[config.mk]
export PLATFORM = sky130hd
export DESIGN_NAME = cla_pipe_adder_flat
export DESIGN_NICKNAME = d
export VERILOG_FILES = /design/src/rtl/cla_pkg.sv /design/src/rtl/cla_pipe_adder_if.sv /design/src/rtl/cla_group4.sv /design/src/rtl/cla_pipe_adder.sv /design/src/flat_wrapper.sv
export SDC_FILE = /design/constraint.sdc
export NUM_CORES = 1
export LEC_CHECK = 0
export CORE_UTILIZATION = 55
export CTS_CLUSTER_SIZE = 20
export DETAILED_ROUTE_END_ITERATION = 12
export PLACE_DENSITY = 0.85
export SLEW_MARGIN = 20
export SYNTH_ARGS = -nofsm -noshare
export SYNTH_HDL_FRONTEND = slang
export SYNTH_SLANG_ARGS = --single-unit
[constraint.sdc]
create_clock -name clk -period 3.9 [get_ports clk]
set_input_delay 0.585 -clock clk [delete_from_list [all_inputs] [get_ports clk]]
set_output_delay 0.585 -clock clk [all_outputs]
set_load 0.05 [all_outputs]
[src/rtl/cla_pkg.sv]
// -----------------------------------------------------------------------------
// cla_pkg
// Shared definitions for the pipelined carry-lookahead adder/subtractor.
//   GRP_W          : width of one lookahead group (fixed at 4 bits)
//   gp_t           : group generate/propagate pair
//   stage_state_t  : occupancy state of one pipeline stage (EMPTY/FULL)
//   grp_count()    : number of lookahead groups for a given operand width
// -----------------------------------------------------------------------------
package cla_pkg;

  localparam int GRP_W = 4;

  typedef struct packed {
    logic g;
    logic p;
  } gp_t;

  typedef enum logic {
    ST_EMPTY = 1'b0,
    ST_FULL  = 1'b1
  } stage_state_t;

  function automatic int grp_count(input int width);
    return width / GRP_W;
  endfunction

endpackage

[src/rtl/cla_pipe_adder_if.sv]
// -----------------------------------------------------------------------------
// cla_pipe_adder_if
// Operand/result handshake bundle for cla_pipe_adder.
//
// Handshake semantics (both channels): a transfer happens on a rising clock
// edge where valid and ready are both 1. Once valid is raised, the sender
// keeps valid and its payload unchanged until that transfer happens; ready
// may depend combinationally on the other channel and never gates valid.
//
// Signals:
//   in_valid/in_ready : operand channel (producer -> adder)
//   a, b, sub, cin    : operands, subtract select, carry-in (add only)
//   out_valid/out_ready : result channel (adder -> consumer)
//   sum, cout, ovfl, zero : result and flags
// Modports:
//   master : producer/consumer side (drives operands, accepts results)
//   slave  : the adder itself
// -----------------------------------------------------------------------------
interface cla_pipe_adder_if #(
  parameter int WIDTH = 16
);

  logic             in_valid;
  logic             in_ready;
  logic [WIDTH-1:0] a;
  logic [WIDTH-1:0] b;
  logic             sub;
  logic             cin;
  logic             out_valid;
  logic             out_ready;
  logic [WIDTH-1:0] sum;
  logic             cout;
  logic             ovfl;
  logic             zero;

  modport master (
    output in_valid, a, b, sub, cin, out_ready,
    input  in_ready, out_valid, sum, cout, ovfl, zero
  );

  modport slave (
    input  in_valid, a, b, sub, cin, out_ready,
    output in_ready, out_valid, sum, cout, ovfl, zero
  );

endinterface

[src/rtl/cla_group4.sv]
// -----------------------------------------------------------------------------
// cla_group4
// Combinational 4-bit lookahead group: per-bit generate/propagate plus the
// group generate/propagate used by the inter-group carry chain.
//
// Ports:
//   a     in  4 : operand A slice
//   b_eff in  4 : effective operand B slice (already inverted for subtract)
//   p     out 4 : per-bit propagate  a ^ b_eff
//   g     out 4 : per-bit generate   a & b_eff
//   gp    out   : group generate / propagate
// -----------------------------------------------------------------------------
module cla_group4
  import cla_pkg::*;
(
  input  logic [GRP_W-1:0] a,
  input  logic [GRP_W-1:0] b_eff,
  output logic [GRP_W-1:0] p,
  output logic [GRP_W-1:0] g,
  output gp_t              gp
);

  assign g = a & b_eff;
  assign p = a ^ b_eff;

  // Group generates if some bit generates and every bit above it propagates.
  assign gp.g = g[3]
              | (p[3] & g[2])
              | (p[3] & p[2] & g[1])
              | (p[3] & p[2] & p[1] & g[0]);
  assign gp.p = p[3] & p[2] & p[1] & p[0];

endmodule

[src/rtl/cla_pipe_adder.sv]
// -----------------------------------------------------------------------------
// cla_pipe_adder
// Two-stage pipelined carry-lookahead adder/subtractor with valid/ready flow
// control on both sides. Stage 1 forms effective operands and 4-bit group
// generate/propagate; stage 2 resolves group carries, intra-group carries,
// the sum and the flags, and registers them onto the result channel.
//
// Parameters:
//   WIDTH : operand width, multiple of 4 and >= 4 (elaboration error otherwise)
// Ports:
//   clk      in  : rising-edge clock
//   rst      in  : synchronous active-high reset; discards in-flight work
//   bus      slave modport of cla_pipe_adder_if (operands in, result out)
//   s1_state out : occupancy of stage 1 (debug visibility)
//   s2_state out : occupancy of stage 2 (debug visibility)
//
// Optional build macro:
//   CLA_SAT_EN : when defined, an overflowing result is clamped to the most
//                positive / most negative value; zero is taken after clamping.
//                When undefined the wrapped result is emitted and no clamp
//                logic exists.
// -----------------------------------------------------------------------------
module cla_pipe_adder
  import cla_pkg::*;
#(
  parameter int WIDTH = 16
) (
  input  logic          clk,
  input  logic          rst,
  cla_pipe_adder_if.slave bus,
  output stage_state_t  s1_state,
  output stage_state_t  s2_state
);

  localparam int NG = grp_count(WIDTH);

  if ((WIDTH < GRP_W) || ((WIDTH % GRP_W) != 0)) begin : g_bad_width
    $error("cla_pipe_adder: WIDTH must be a multiple of 4 and at least 4");
  end

  // ---------------------------------------------------------------------------
  // Handshake / stage advance
  // ---------------------------------------------------------------------------
  logic s1_valid;
  logic s2_valid;
  logic s1_adv;
  logic s2_adv;

  assign s1_valid = (s1_state == ST_FULL);
  assign s2_valid = (s2_state == ST_FULL);

  // A stage may take new contents when it is empty or its occupant moves on
  // in the same edge. The chain is combinational back to out_ready, which
  // keeps full throughput without a skid buffer.
  assign s2_adv       = !s2_valid || bus.out_ready;
  assign s1_adv       = !s1_valid || s2_adv;
  assign bus.in_ready = s1_adv;

  // ---------------------------------------------------------------------------
  // Stage 1 combinational: effective operand and group generate/propagate
  // ---------------------------------------------------------------------------
  logic [WIDTH-1:0] b_eff_c;
  logic [WIDTH-1:0] p_c;
  logic [WIDTH-1:0] g_c;
  gp_t  [NG-1:0]    gp_c;
  logic             c0_c;

  assign b_eff_c = bus.sub ? ~bus.b : bus.b;
  assign c0_c    = bus.sub | bus.cin;

  for (genvar k = 0; k < NG; k++) begin : g_grp
    cla_group4 u_grp (
      .a     (bus.a  [k*GRP_W +: GRP_W]),
      .b_eff (b_eff_c[k*GRP_W +: GRP_W]),
      .p     (p_c    [k*GRP_W +: GRP_W]),
      .g     (g_c    [k*GRP_W +: GRP_W]),
      .gp    (gp_c[k])
    );
  end

  // ---------------------------------------------------------------------------
  // Stage 1 registers. The operand pair is carried as per-bit p/g, which is
  // all stage 2 needs for the sum; only the two operand MSBs are kept as-is
  // for the overflow rule and the clamp direction.
  // ---------------------------------------------------------------------------
  logic [WIDTH-1:0] s1_p;
  logic [WIDTH-1:0] s1_g;
  gp_t  [NG-1:0]    s1_gp;
  logic             s1_c0;
  logic             s1_a_msb;
  logic             s1_b_eff_msb;

  always_ff @(posedge clk) begin
    if (rst) begin
      s1_state     <= ST_EMPTY;
      s1_p         <= '0;
      s1_g         <= '0;
      s1_gp        <= '0;
      s1_c0        <= 1'b0;
      s1_a_msb     <= 1'b0;
      s1_b_eff_msb <= 1'b0;
    end else begin
      unique case (s1_state)
        ST_EMPTY: if (bus.in_valid)            s1_state <= ST_FULL;
        ST_FULL:  if (s2_adv && !bus.in_valid) s1_state <= ST_EMPTY;
        default:                               s1_state <= ST_EMPTY;
      endcase
      if (s1_adv && bus.in_valid) begin
        s1_p         <= p_c;
        s1_g         <= g_c;
        s1_gp        <= gp_c;
        s1_c0        <= c0_c;
        s1_a_msb     <= bus.a[WIDTH-1];
        s1_b_eff_msb <= b_eff_c[WIDTH-1];
      end
    end
  end

  // ---------------------------------------------------------------------------
  // Stage 2 combinational: lookahead carries, sum, flags
  // ---------------------------------------------------------------------------
  logic [NG:0]      grp_c;
  logic [WIDTH-1:0] raw_sum;
  logic [WIDTH-1:0] sum_c;
  logic             cout_c;
  logic             ovfl_c;
  logic             zero_c;

  // Inter-group chain: each group's carry-in comes from the group below.
  always_comb begin
    grp_c    = '0;
    grp_c[0] = s1_c0;
    for (int k = 0; k < NG; k++) begin
      grp_c[k+1] = s1_gp[k].g | (s1_gp[k].p & grp_c[k]);
    end
  end

  // Intra-group carries only ripple across 4 bits, seeded by the group carry.
  always_comb begin
    logic c;
    c       = 1'b0;
    raw_sum = '0;
    for (int k = 0; k < NG; k++) begin
      c = grp_c[k];
      for (int j = 0; j < GRP_W; j++) begin
        raw_sum[k*GRP_W + j] = s1_p[k*GRP_W + j] ^ c;
        c = s1_g[k*GRP_W + j] | (s1_p[k*GRP_W + j] & c);
      end
    end
  end

  assign cout_c = grp_c[NG];
  assign ovfl_c = (s1_a_msb == s1_b_eff_msb) && (raw_sum[WIDTH-1] != s1_a_msb);

`ifdef CLA_SAT_EN
  // Overflow direction follows operand A's sign: positive operands can only
  // overflow upward, negative ones downward.
  assign sum_c = !ovfl_c  ? raw_sum :
                 s1_a_msb ? {1'b1, {(WIDTH-1){1'b0}}} :
                            {1'b0, {(WIDTH-1){1'b1}}};
`else
  assign sum_c = raw_sum;
`endif

  assign zero_c = (sum_c == '0);

  // ---------------------------------------------------------------------------
  // Stage 2 registers drive the result channel directly, so the payload is
  // only rewritten when stage 2 is allowed to advance; it holds while stalled.
  // ---------------------------------------------------------------------------
  always_ff @(posedge clk) begin
    if (rst) begin
      s2_state <= ST_EMPTY;
      bus.sum  <= '0;
      bus.cout <= 1'b0;
      bus.ovfl <= 1'b0;
      bus.zero <= 1'b0;
    end else begin
      unique case (s2_state)
        ST_EMPTY: if (s1_valid)                   s2_state <= ST_FULL;
        ST_FULL:  if (bus.out_ready && !s1_valid) s2_state <= ST_EMPTY;
        default:                                  s2_state <= ST_EMPTY;
      endcase
      if (s2_adv && s1_valid) begin
        bus.sum  <= sum_c;
        bus.cout <= cout_c;
        bus.ovfl <= ovfl_c;
        bus.zero <= zero_c;
      end
    end
  end

  assign bus.out_valid = s2_valid;

endmodule

[src/flat_wrapper.sv]
// flat-port wrapper written by rule: the top's interface ports become plain ports
module cla_pipe_adder_flat import cla_pkg::*;
#(
  parameter int WIDTH = 16
)
  (clk, rst, s1_state, s2_state, bus_in_valid, bus_a, bus_b, bus_sub, bus_cin, bus_out_ready, bus_in_ready, bus_out_valid, bus_sum, bus_cout, bus_ovfl, bus_zero);
  cla_pipe_adder_if #(.WIDTH(WIDTH)) bus_i ();
  input  logic clk;
  input  logic rst;
  output stage_state_t s1_state;
  output stage_state_t s2_state;
  input wire logic [$bits(bus_i.in_valid)-1:0] bus_in_valid;
  input wire logic [$bits(bus_i.a)-1:0] bus_a;
  input wire logic [$bits(bus_i.b)-1:0] bus_b;
  input wire logic [$bits(bus_i.sub)-1:0] bus_sub;
  input wire logic [$bits(bus_i.cin)-1:0] bus_cin;
  input wire logic [$bits(bus_i.out_ready)-1:0] bus_out_ready;
  output wire logic [$bits(bus_i.in_ready)-1:0] bus_in_ready;
  output wire logic [$bits(bus_i.out_valid)-1:0] bus_out_valid;
  output wire logic [$bits(bus_i.sum)-1:0] bus_sum;
  output wire logic [$bits(bus_i.cout)-1:0] bus_cout;
  output wire logic [$bits(bus_i.ovfl)-1:0] bus_ovfl;
  output wire logic [$bits(bus_i.zero)-1:0] bus_zero;
  assign bus_i.in_valid = bus_in_valid;
  assign bus_i.a = bus_a;
  assign bus_i.b = bus_b;
  assign bus_i.sub = bus_sub;
  assign bus_i.cin = bus_cin;
  assign bus_i.out_ready = bus_out_ready;
  assign bus_in_ready = bus_i.in_ready;
  assign bus_out_valid = bus_i.out_valid;
  assign bus_sum = bus_i.sum;
  assign bus_cout = bus_i.cout;
  assign bus_ovfl = bus_i.ovfl;
  assign bus_zero = bus_i.zero;
  cla_pipe_adder #(.WIDTH(WIDTH)) u_core (.clk(clk), .rst(rst), .bus(bus_i), .s1_state(s1_state), .s2_state(s2_state));
endmodule
==> results of run 1 <==
placed cells by master, fill, tap and decap left out, drive strengths merged:
cell type	count
nor2b	4
inv	2
and4	4
xor2	16
xnor2	4
dfxtp	60
nand2b	1
and2	2
a21oi	56
or2	8
nand4	1
a311oi	1
nor2	16
or4	2
a31o	1
clkbuf	13
clkdlybuf4s50	59
nor3	5
o21ai	5
buf	3
nor4	1
a21o	3
nand2	103
ha	28
clkinv	2
a211oi	5
nand3b	3
layout make-up:
cell class,count,area [µm²],area share (%)
Tap cell,67,83.83,2.306
Sequential cell,60,1201,33.04
Inverter,2,7.507,0.2065
Timing Repair Buffer,62,610.6,16.79
Clock inverter,2,10.01,0.2753
Clock buffer,13,158.9,4.370
Multi-Input combinational cell,269,1564,43.01
metrics by stage:
stage	util (%)	instances	hold slack [ps]	cell area [µm²]
6_report	74.51	475	451.6	3636
5_1_grt	74.51	475	469.6	3636
4_1_cts	74.51	475	454.4	3636
3_5_place_dp	71.05	460	446.3	3467
3_3_place_gp	71.05	460	439.0	3467
2_1_floorplan	-	352	431.6	2875
power by group through the flow:
| stage | logic, W | registers (W) | clock network [W] |
|---|---|---|---|
| 2_1_floorplan | 0.000168 | 0.000719 | 0 |
| 6_report | 0.000317 | 0.000674 | 0.000484 |
| 3_3_place_gp | 0.000303 | 0.000685 | 0 |
| 3_5_place_dp | 0.000311 | 0.000687 | 0 |
| 4_1_cts | 0.000314 | 0.000674 | 0.000489 |
| 5_1_grt | 0.000345 | 0.000678 | 0.000512 |
cell usage after synthesis, types with 5 or more instances:
cell type,instances,share of area [%]
xor2_1,16,4.9
dfxtp_1,60,42
a211oi_1,5,1.3
a21oi_1,56,9.7
nand2_1,103,13
nor3_1,5,0.87
clkbuf_1,8,1.0
or2_2,8,1.7
ha_1,28,12
nor2_1,14,1.8
buf_2,10,1.7
metal layers:
metal  GRT usage [%]  vias up  share of wire [%]
li1                -     1280                  -
met1           31.73     1210                 44
met2           41.41       72                 50
met3           4.065       12                4.0
met4           13.21        0                2.2
met5               0        -                  0
kinds of logic after synthesis:
kind of cell | Yosys count | share of synthesized area (%)
AND/OR/NAND/NOR | 150 | 22.80
AO/OA/AOI/OAI | 71 | 13.32
flip-flops | 60 | 41.78
adder cells (fa/ha/maj) | 28 | 12.18
buffers and inverters | 23 | 3.830
XOR/XNOR | 20 | 6.092
state kept, by name (all words and copies together) (netlist names):
register	cells
u_core.s1_g	12
u_core.s1_c0	1
u_core.bus.ovfl	1
u_core.bus.zero	1
u_core.bus.sum	16
u_core.bus.cout	1
u_core.s1_a_msb	1
u_core.s1_p	16
u_core.s1_gp	8
u_core.s1_state	1
u_core.bus.out_valid	1
u_core.s1_b_eff_msb	1
worst register-to-register path, delay by kind of cell (launching register included):
family	cells	cell delay [ps]
compound gates	3	570
fa+ha+maj	3	670
flops	1	330
simple gates	5	1280
how the worst max path moves through the flow:
stage                              start                            to  slack, ps  cells past startpoint
3_3_place_gp   u_core.s1_c0$_SDFFE_PP0P_  u_core.bus.zero$_SDFFE_PP0P_       1090                     11
2_1_floorplan  u_core.s1_c0$_SDFFE_PP0P_  u_core.bus.zero$_SDFFE_PP0P_       1200                     11
6_report       u_core.s1_c0$_SDFFE_PP0P_  u_core.bus.zero$_SDFFE_PP0P_       1000                     11
3_5_place_dp   u_core.s1_c0$_SDFFE_PP0P_  u_core.bus.zero$_SDFFE_PP0P_       1020                     11
4_1_cts        u_core.s1_c0$_SDFFE_PP0P_  u_core.bus.zero$_SDFFE_PP0P_       1000                     11
5_1_grt        u_core.s1_c0$_SDFFE_PP0P_  u_core.bus.zero$_SDFFE_PP0P_        860                     11
==> flow_summary.yaml, run 1 <==
power_and_ir_drop:
  power_switching_w: 0.0004263
  p_seq_share_pct: 45.7
  clkPwrFrac_pct: 32.8
  internal-power_w: 0.001048
  powerDensity_nw_per_um2: 405.5
  p_comb_share_pct: 21.5
  p_leak_nw: 1.492
  finalPower_w: 0.001475
  p_sw_share_pct: 28.91
  peakVddDrop_mv: 0.2833
global_route:
  grt_use_total_pct: 25.13
  grt_max_degree: 62
  grt_first_pass_wirelength_um: 10290
  grt_pass1_vias: 2302
  grt_overflow: 0
  antenna_found_initial: 0
synthesis:
  synth_fp_nets: 418
  ys_seq_elements: 60
  synth-main-ff-cell: "dfxtp_1"
  syn-cell-area_um2: 2875
  synth_cells: 352
  synth_edf_count: 0
  yosysUniqueCellTypes: 28
  syn_avg_cell_area_um2: 8.168
  async_reset_ff_share_pct: 0
  synth_seq_area_share_pct: 41.78
  ys_warn_count: 0
sta:
  tightest_slew_ps: 1043
  report.final.setup_viol: 0
  finalHoldViolCount: 0
  skew_ps: 3.936
  post-route-min-period_ps: 2902
  fin_ws_ps: 998.4
  finalMaxSlewViolations: 0
  fin_crit_sh_pct: 74.40
  max_freq_mhz: 344.6
  rsz0062_at_grt: "false"
  slew_headroom_pct: 30.44
  setup_tns_ps: 0
setup_path:
  cp_data_arrival_time_ps: 3160
  ff2ff_setup_slack_ps: 1000
  critPathMaxStageDelay_ps: 460
  reg2reg_to: "u_core.bus.zero$_SDFFE_PP0P_"
  cp_top_family: "simple AND/OR/NAND/NOR gates"
  ff2ff_path_depth: 11
  required_ps: 4160
  path_buf_inv: 0
  end_kind: "register"
  path_common_cell: "ha_1"
  r2r_start: "u_core.s1_c0$_SDFFE_PP0P_"
  worstPathCellList: "a21o_1, a21o_1, ha_1, or2_2, ha_1, or2_2, ha_1, or4_1, nor3_1, nand4_1, o21ai_1"
  crit_type: "register to register"
  worstSetupStartpointType: "register"
  cpMaxStageDelayCell: "or4_1"
  worstPathMaxFanout: 3
detailed_routing:
  wl_per_cell_um: 13.57
  via_per_inst: 5.419
  via_count: 2574
  wl_um: 6445
  post-route-drc-count: 0
  ant_nets: 0
  drtIter0Drc: 163
  firstDrtPassIters: 4
flow_run:
  cap_violations: 0
placed_design:
  place.gp.congestion: 0.8364
  hpwl_um: 4566
  place_ws_ps: 1018
  io_buffers: 60
floorplan:
  rows: 25
  fp.dieW_um: 74.31
  io_pins: 61
  die_h_um: 74.31
  dieArea_um2: 5521
  initial_utilization_pct: 58.92
  core_area_um2: 4880
clocking:
  htreeDepth: 3
  clkTransAtPathRegs_ps: 60
  clockBufferDepth: 2
  cts_resized: 0
  cts_tree: "yes"
  clkSinkCount: 60
  worstSkewPairLatency_ps: 330
  post_cts_buffers: 0
  cts_buffers: 9
  hold_buffers: 0
  cts_root_buf: "clkbuf_8"
layout:
  drive_above_1_share_pct: 6.618
  fill_cells: 395
  nNetsFinal: 470
  antenna-diode-count: 0
  area_growth_pct: 26.46
worst_hold_path:
  hold_path.startpoint: "u_core.bus.sum[4]$_SDFFE_PP0P_"
  holdPathStages: 2
  min_path_type: "register to register"
  min_to: "u_core.bus.sum[4]$_SDFFE_PP0P_"
outcome:
  status: "complete, no violations"
No activity file was read; power rests on OpenSTA's default activity.
==> inputs of run 2 (changes only) <==
--- a/config.mk
+++ b/config.mk
@@ -5,10 +5,10 @@
 export SDC_FILE = /design/constraint.sdc
 export NUM_CORES = 1
 export LEC_CHECK = 0
-export CORE_UTILIZATION = 55
+export CORE_UTILIZATION = 46
 export CTS_CLUSTER_SIZE = 20
 export DETAILED_ROUTE_END_ITERATION = 12
-export PLACE_DENSITY = 0.85
+export PLACE_DENSITY = 0.76
 export SLEW_MARGIN = 20
 export SYNTH_ARGS = -nofsm -noshare
 export SYNTH_HDL_FRONTEND = slang
==> constraint.sdc (replaced) <==
create_clock -name clk -period 2.39 [get_ports clk]
set_input_delay 0.3585 -clock clk [delete_from_list [all_inputs] [get_ports clk]]
set_output_delay 0.3585 -clock clk [all_outputs]
set_load 0.05 [all_outputs]
==> flow_summary.yaml, run 2 (synthesis results as in run 1) <==
detailed_routing:
  via_count: 2560
  wl_per_cell_um: 12.76
  wl_um: 6314
  via_per_inst: 5.172
  ant_nets: 0
  firstDrtPassIters: 4
  post-route-drc-count: 0
  drtIter0Drc: 111
power_and_ir_drop:
  p_leak_nw: 1.576
  power_switching_w: 0.0007245
  clkPwrFrac_pct: 37.2
  p_seq_share_pct: 41.8
  peakVddDrop_mv: 0.3726
  p_comb_share_pct: 21.1
  finalPower_w: 0.002643
  internal-power_w: 0.001919
  powerDensity_nw_per_um2: 677.3
  p_sw_share_pct: 27.41
clocking:
  clkSinkCount: 60
  cts_root_buf: "clkbuf_8"
  hold_buffers: 0
  cts_tree: "yes"
  clkTransAtPathRegs_ps: 70
  clockBufferDepth: 2
  cts_buffers: 9
  post_cts_buffers: 0
  worstSkewPairLatency_ps: 340
  htreeDepth: 3
layout:
  fin_util_pct: 65.14
  fin_area_um2: 3902
  mostFrequentLayoutCell: "nand2_1"
  final_cell_mix: "103 x nand2_1, 59 x dfxtp_1, 58 x clkdlybuf4s50_1, 55 x a21oi_1, 21 x ha_1"
  drive_above_1_share_pct: 13.10
  area_growth_pct: 35.73
  reg.largest.list: "u_core.bus.sum (16), u_core.s1_p (16), u_core.s1_g (12)"
  antenna-diode-count: 0
  fin_cells: 495
  nNetsFinal: 481
sta:
  max_freq_mhz: 396.9
  finalMaxSlewViolations: 0
  post-route-min-period_ps: 2520
  rsz0062_at_grt: "true"
  slew_headroom_pct: 53.57
  fin_ws_ps: -129.6
  report.final.setup_viol: 2
  finalHoldViolCount: 0
  skew_ps: 6.361
  fin_crit_sh_pct: 105.4
  tightest_slew_ps: 696.4
placed_design:
  io_buffers: 60
  dp_cells: 479
  hpwl_um: 4594
  place.gp.congestion: 0.8444
  dpl_cell_area_um2: 3652
global_route:
  grt_use_total_pct: 21.14
  grt_overflow: 0
  grt_pass1_vias: 2362
  antenna_found_initial: 0
  grt_max_degree: 40
  grt_first_pass_wirelength_um: 10530
floorplan:
  rows: 28
  fp.dieW_um: 81.06
  core_area_um2: 5991
  initial_utilization_pct: 47.99
  io_pins: 61
  die_h_um: 81.06
  dieArea_um2: 6571
setup_path:
  worstSetupStartpointType: "register"
  cp_top_family: "simple AND/OR/NAND/NOR gates"
  path_buf_inv: 0
  required_ps: 2660
  critPathMaxStageDelay_ps: 510
  worstPathMaxFanout: 3
  cp_data_arrival_time_ps: 2790
  cpMaxStageDelayCell: "or4_1"
  crit_type: "register to register"
  worstPathCellList: "a21o_1, a21o_1, ha_2, or2_4, ha_2, or2_4, ha_4, nor2_2, xnor2_1, or4_1, o21ai_1"
  end_kind: "register"
outcome:
  status: "complete, but fails checks"
  violations: "negative setup slack"
flow_run:
  cap_violations: 0
worst_hold_path:
  min_path_type: "register to register"
-- run 2: routing by layer --
layer / part of all wire [%] / vias up / global-route usage [%]
met5: 0 / - / 0
met4: 1.8 / 0 / 10.36
met3: 4.5 / 9 / 3.820
met2: 47 / 71 / 33.78
met1: 47 / 1176 / 27.34
li1: - / 1304 / -
-- run 2: power groups by stage --
stage	sequential, W	combinational [W]	clock, W
floorplan	0.00118	0.000282	0
detailed placement	0.00113	0.000537	0
global placement	0.00112	0.000534	0
global route	0.00111	0.000615	0.00103
finish	0.00110	0.000556	0.000983
CTS	0.00110	0.000557	0.000988
-- run 2: worst paths after layout --
path                                        from  slack [ps]  cells past startpoint                        endpoint
setup / recovery       u_core.s1_c0$_SDFFE_PP0P_        -130                     11    u_core.bus.zero$_SDFFE_PP0P_
setup reg to reg       u_core.s1_c0$_SDFFE_PP0P_        -130                     11    u_core.bus.zero$_SDFFE_PP0P_
hold reg to reg   u_core.bus.sum[4]$_SDFFE_PP0P_         450                      2  u_core.bus.sum[4]$_SDFFE_PP0P_
hold / removal    u_core.bus.sum[4]$_SDFFE_PP0P_         450                      2  u_core.bus.sum[4]$_SDFFE_PP0P_
-- run 2: final cells by class --
cell class / instances / area (µm²)
Tap cell: 75 / 93.84
Fill cell: 503 / 2088
Multi-Input combinational cell: 269 / 1649
Clock buffer: 13 / 178.9
Sequential cell: 60 / 1202
Clock inverter: 3 / 42.54
Inverter: 2 / 7.507
Timing Repair Buffer: 73 / 728.2
-- run 2: through the flow --
step | hold slack, ps | worst slack [ps] | TNS, ps
floorplan | 431.6 | -52.62 | -52.62
global placement | 441.2 | -145.4 | -188.5
detailed placement | 445.0 | -182.1 | -290.7
CTS | 454.0 | -126.6 | -246.0
global route | 475.4 | -256.0 | -541.4
finish | 453.6 | -129.6 | -233.9
-- run 2: what timing repair did --
| action | 4_1_cts | 5_1_grt |
|---|---|---|
| gates resized for setup | 6 | 1 |
| pin swaps | 9 | 0 |
| setup endpoints to repair | 2 | 3 |
-- run 2: tightest hold or removal path, stage by stage, from the launching register on --
cell	delay, ps
dfxtp_1	310
nand2_1	50
a21oi_1	50
